**config.mk**
```make
export PLATFORM = sky130hd
export DESIGN_NAME = dpi_stream_sequencer
export DESIGN_NICKNAME = d
export VERILOG_FILES = /design/src/rtl/dpi_stream_sequencer.sv
export SDC_FILE = /design/constraint.sdc
export NUM_CORES = 2
export LEC_CHECK = 0
export BUFFER_PORTS_ARGS = -buffer_cell sky130_fd_sc_hd__buf_2
export CAP_MARGIN = 20
export CORE_ASPECT_RATIO = 0.6
export CORE_UTILIZATION = 55
export CTS_CLUSTER_SIZE = 20
export DETAILED_ROUTE_END_ITERATION = 10
export GPL_ROUTABILITY_DRIVEN = 0
export PLACE_DENSITY = 0.74
export SLEW_MARGIN = 30
export SYNTH_ARGS = -nofsm -noshare
export SYNTH_HDL_FRONTEND = slang
export SYNTH_SLANG_ARGS = --single-unit
```
**constraint.sdc**
```tcl
create_clock -name clk -period 6.51 [get_ports clk]
set_input_delay 0.3255 -clock clk [delete_from_list [all_inputs] [get_ports clk]]
set_output_delay 0.3255 -clock clk [all_outputs]
set_load 0.01 [all_outputs]
```
**src/rtl/dpi_stream_sequencer.sv**
```systemverilog
// Maps flow keys to stream IDs via a 64-entry flow table and feeds the matcher slices.
// The bus timing spaces a state restore before the first byte and a state save after the last byte.
module dpi_stream_sequencer #(
  parameter int FLOW_W    = 32,
  parameter int SID_W     = 6,
  parameter int LOAD_GAP  = 2,
  parameter int EOP_DELAY = 4
) (
  input  logic              clk,
  input  logic              rst,
  input  logic              in_valid,
  output logic              in_ready,
  input  logic [7:0]        in_data,
  input  logic              in_sop,
  input  logic              in_eop,
  input  logic [FLOW_W-1:0] in_flow_key,
  input  logic              cfg_flush,
  output logic              load_state,
  output logic              new_stream_id,
  output logic [SID_W-1:0]  stream_id,
  output logic [7:0]        char_in,
  output logic              char_in_vld,
  output logic              eop,
  output logic              busy,
  output logic [15:0]       pkt_count,
  output logic [15:0]       drop_count
);
  localparam int DEPTH = 1 << SID_W;
  localparam logic [7:0] GAP_LAST   = 8'(LOAD_GAP - 1);
  localparam logic [7:0] DRAIN_LAST = 8'(EOP_DELAY - 1);

  typedef enum logic [2:0] {IDLE, LOOKUP, LOAD, GAP, STREAM, DRAIN, EOP} state_t;
  state_t state;

  logic [FLOW_W-1:0] key_q;
  logic [FLOW_W-1:0] tbl_key [DEPTH];
  logic [DEPTH-1:0]  tbl_vld;
  logic [SID_W-1:0]  victim;
  logic [7:0]        cnt;

  logic              hit;
  logic              free_found;
  logic [SID_W-1:0]  hit_idx;
  logic [SID_W-1:0]  free_idx;
  logic [SID_W-1:0]  alloc_idx;

  // Descending scan so the lowest matching / lowest free index wins.
  always_comb begin
    hit        = 1'b0;
    hit_idx    = '0;
    free_found = 1'b0;
    free_idx   = '0;
    for (int i = DEPTH - 1; i >= 0; i--) begin
      if (tbl_vld[i] && (tbl_key[i] == key_q)) begin
        hit     = 1'b1;
        hit_idx = SID_W'(i);
      end
      if (!tbl_vld[i]) begin
        free_found = 1'b1;
        free_idx   = SID_W'(i);
      end
    end
    alloc_idx = free_found ? free_idx : victim;
  end

  assign in_ready = !rst && ((state == STREAM) ||
                             (state == IDLE && in_valid && !in_sop && !cfg_flush));
  assign busy     = (state != IDLE);

  // Key storage needs no reset: entries are qualified by tbl_vld.
  always_ff @(posedge clk) begin
    if (state == LOOKUP && !hit) tbl_key[alloc_idx] <= key_q;
  end

  always_ff @(posedge clk or posedge rst) begin
    if (rst) begin
      state         <= IDLE;
      tbl_vld       <= '0;
      victim        <= '0;
      key_q         <= '0;
      cnt           <= '0;
      load_state    <= 1'b0;
      new_stream_id <= 1'b0;
      stream_id     <= '0;
      char_in       <= '0;
      char_in_vld   <= 1'b0;
      eop           <= 1'b0;
      pkt_count     <= '0;
      drop_count    <= '0;
    end else begin
      load_state  <= 1'b0;
      eop         <= 1'b0;
      char_in_vld <= 1'b0;
      case (state)
        IDLE: begin
          if (cfg_flush) begin
            tbl_vld <= '0;
            victim  <= '0;
          end else if (in_valid && in_sop) begin
            key_q <= in_flow_key;
            state <= LOOKUP;
          end else if (in_valid) begin
            if (drop_count != 16'hFFFF) drop_count <= drop_count + 16'd1;
          end
        end
        LOOKUP: begin
          if (hit) begin
            stream_id     <= hit_idx;
            new_stream_id <= 1'b0;
          end else begin
            stream_id          <= alloc_idx;
            new_stream_id      <= 1'b1;
            tbl_vld[alloc_idx] <= 1'b1;
            if (!free_found) victim <= victim + 1'b1;
          end
          load_state <= 1'b1;
          state      <= LOAD;
        end
        LOAD: begin
          cnt   <= '0;
          state <= GAP;
        end
        GAP: begin
          if (cnt == GAP_LAST) state <= STREAM;
          else                 cnt   <= cnt + 8'd1;
        end
        STREAM: begin
          if (in_valid) begin
            char_in     <= in_data;
            char_in_vld <= 1'b1;
            if (in_eop) begin
              cnt   <= '0;
              state <= DRAIN;
            end
          end
        end
        DRAIN: begin
          if (cnt == DRAIN_LAST) begin
            eop   <= 1'b1;
            if (pkt_count != 16'hFFFF) pkt_count <= pkt_count + 16'd1;
            state <= EOP;
          end else begin
            cnt <= cnt + 8'd1;
          end
        end
        EOP:     state <= IDLE;
        default: state <= IDLE;
      endcase
    end
  end
endmodule

```
==> metrics <==
Crit. End Element=register; commonest non-fill, non-tap cell in the layout=edfxtp_1; cell taking the most area after synthesis=edfxtp_1; post-layout net count=roughly 6500; most frequent cells in the layout=2048 x edfxtp_1, 1275 x xnor2_1, 796 x xor2_1, 346 x nand4_1, 252 x buf_4; slowest CP cell=dfrtp_4; clock slew at reported path FFs=about 0.07 ns; CTS tree=yes; port bufs=97; Rows=117; PD cells=431 nW/um2; met3 WL post-DR=~34 mm; DRC violations left=0; Worst EP required=between 7 and 8 ns; Syn Nets=6079; overflow left after global routing=0; Hold Fails Final Rpt=0; number of global-route vias before repair=51800; H-tree Lvls=4; Routed Antenna Nets=0; initial antenna violation count=11; Placed Cells=8450; Worst Setup Path Type=register to register; RSZ-0062 raised after global routing=no; critical path data arrival time=about 6.4 ns; fin. max-slew vios=0; Final Critical Period=5.76 ns; total wire length=between 200 and 300 mm; Syn. warnings=0; result of the run=finished clean; Setup TNS Final=0 ns; Static Leak=0.0352 uW; synthesis-stage register bit count=approximately 2200; CP max FO=33; CTS sink cnt=2211; Slew @ Worst Pin=about 1.0 ns; Mapped Area=~95000 um2; Initial Utilization=0.556; CTS buffer count=~190; period utilisation layout=0.885; Post-CTS Setup Bufs=0; pin count of the biggest net entering global routing=88; via count=roughly 54000; # diodes=0; Cells after Synth=roughly 6000; GRT Total Usage=0.292; Layout area overhead=12.1%; sum of routed wire segments on met1=about 110 mm; CTS root buffer=clkbuf_16; number of synthesized flops with an enable pin=approximately 2000; fraction of layout cells with a size suffix above 1=0.130; Routed WL per cell=28.7 um; full die area=174000 um2; CP Cell Sequence=buf_12, xnor2_1, nand4_1, nor4_1, nand3_1, and4_1, nor4b_2, nand4_2, nor3_2, nand2_1, buf_4, nor3_2, buf_4, a21o_1; power consumption=~46000 uW; hold_buf cts=between 40 and 50; Final setup violation count=0; max frequency=around 170 MHz; first-pass GRT wire length=~370 mm; clk_lat worst skew=around 0.84 ns; post-CTS resize count=0; worst min path class=primary input to register; top cell type's share of synthesized area=0.650; non-filler cells in the finished layout=~8800; Max-slew headroom=0.284; sequential share of the synthesized area=0.693; I/O Pins=98; synth top area cells=edfxtp_1 65%, xnor2_1 12%, xor2_1 7.4%, dfrtp_1 4.3%, nand4_1 2.3%; Worst path max stage delay=approximately 0.95 ns; FFs w/ async S/R, synth=0.0737; ys flop type=edfxtp_1; die width=538 um; pre-CTS setup slack=0.985 ns; Chip Height=323 um; Clock Skew=0.0806 ns; maximum VDD drop=around 720 uV; Detailed Place HPWL=158 mm; Starting DRT DRC Count=around 8100; distinct cell type count after synthesis=75; CORE AREA=roughly 170000 um2; Final WS setup=0.752 ns; met2 wire len=104 mm; number of max-cap violations=0; Avg Inst Size Synth=roughly 16 um2; Via density=between 6 and 7; CTS Buffer Depth=4; 1st-pass router iterations=7; crit start category=register; uppermost layer routed=met5
through the flow:
stage           util  cell area [um2]  hold slack [ns]
2_1_floorplan      -            94600            0.442
3_3_place_gp   0.585            99500            0.472
3_5_place_dp   0.585            99600            0.479
4_1_cts        0.623           106000           0.0739
5_1_grt        0.623           106000           0.0943
6_report       0.623           106000           0.0872
state kept, by name, summed over array words and instances (netlist names):
signal	cells
char_in	8
char_in_vld	1
cnt	8
drop_count	16
eop	1
key_q	32
load_state	1
new_stream_id	1
pkt_count	16
state	3
stream_id	6
tbl_key	2048
tbl_vld	64
victim	6
report_power, final:
part / leakage [uW] / switching [uW] / internal, uW
Combinational: 0.0115 / 9390 / 5460
Sequential: 0.0207 / 1790 / 17800
Clock: 0.00297 / 5130 / 6170
Total: 0.0352 / 16300 / 29400
final timing paths:
kind,from,to,slack (ns),depth (start not counted)
hold / removal,in_sop,key_q[29],0.09,4
max in group asynchronous,rst,key_q[22],4.93,4
setup reg to reg,key_q[0],tbl_vld[46],0.75,14
min in group asynchronous,rst,pkt_count[9],0.21,3
setup / recovery,key_q[0],tbl_vld[46],0.75,14
hold reg to reg,pkt_count[12],pkt_count[12],0.49,1
per-layer routing:
layer / vias up / track usage
met5: - / 0
met4: 2 / 0.0710
met3: 416 / 0.0764
met2: 3289 / 0.401
met1: 27500 / 0.460
li1: 22800 / -
cell type report:
type / count / area (um2)
multi-input cells: 3507 / 27000
flip-flops and latches: 2211 / 65700
clock inverters: 76 / 639
fillers: 12000 / 64200
well taps: 2261 / 2830
repair buffers: 466 / 4300
inverters: 48 / 188
clock buffers: 278 / 5430
worst max-delay path: cells and delay by family, from the launching register on:
kind / cells / cell delay [ns]
and+or+nand+nor: 9 / 3.14
buffers and inverters: 3 / 1.01
xor gates and xnor gates: 1 / 0.15
DFF: 1 / 0.95
AOI/OAI and AO/OA: 1 / 0.21
cell families (layout without fill, tap and decap cells):
family                   after synthesis  after routing  synth area share
adder cells (fa/ha/maj)                7              7          0.000925
buffers and inverters                308            868            0.0244
multiplexers                          39             39           0.00463
flip-flops                          2211           2211             0.693
AND/OR/NAND/NOR                     1170           1170            0.0694
XOR/XNOR                            2071           2071             0.192
AO/OA/AOI/OAI                        220            220            0.0160
synth_stat cells, types with 3 or more instances:
master,n
edfxtp_1,2048
xnor2_1,1275
xor2_1,796
nand4_1,346
nor4_1,227
dfrtp_1,163
nand3_1,146
buf_4,127
nand2_1,113
nor2_1,110
nor3_1,97
buf_6,83
a21o_1,61
inv_1,48
o21ai_0,43
and3_1,40
mux2_2,38
or3_1,29
buf_2,27
a21oi_1,26
clkbuf_1,20
nand2b_1,15
a31oi_1,13
o22ai_1,11
and2_1,8
o211ai_1,8
ha_1,7
o2111ai_1,6
and4_1,5
o21ai_1,5
or2_2,5
a2111oi_0,4
nor2b_1,4
nor3_2,4
o21bai_1,4
a211o_1,3
a221o_1,3
a221oi_1,3
a41oi_1,3
nand3b_1,3
o31ai_1,3
or4_1,3
No activity file was read; power rests on OpenSTA's default activity.
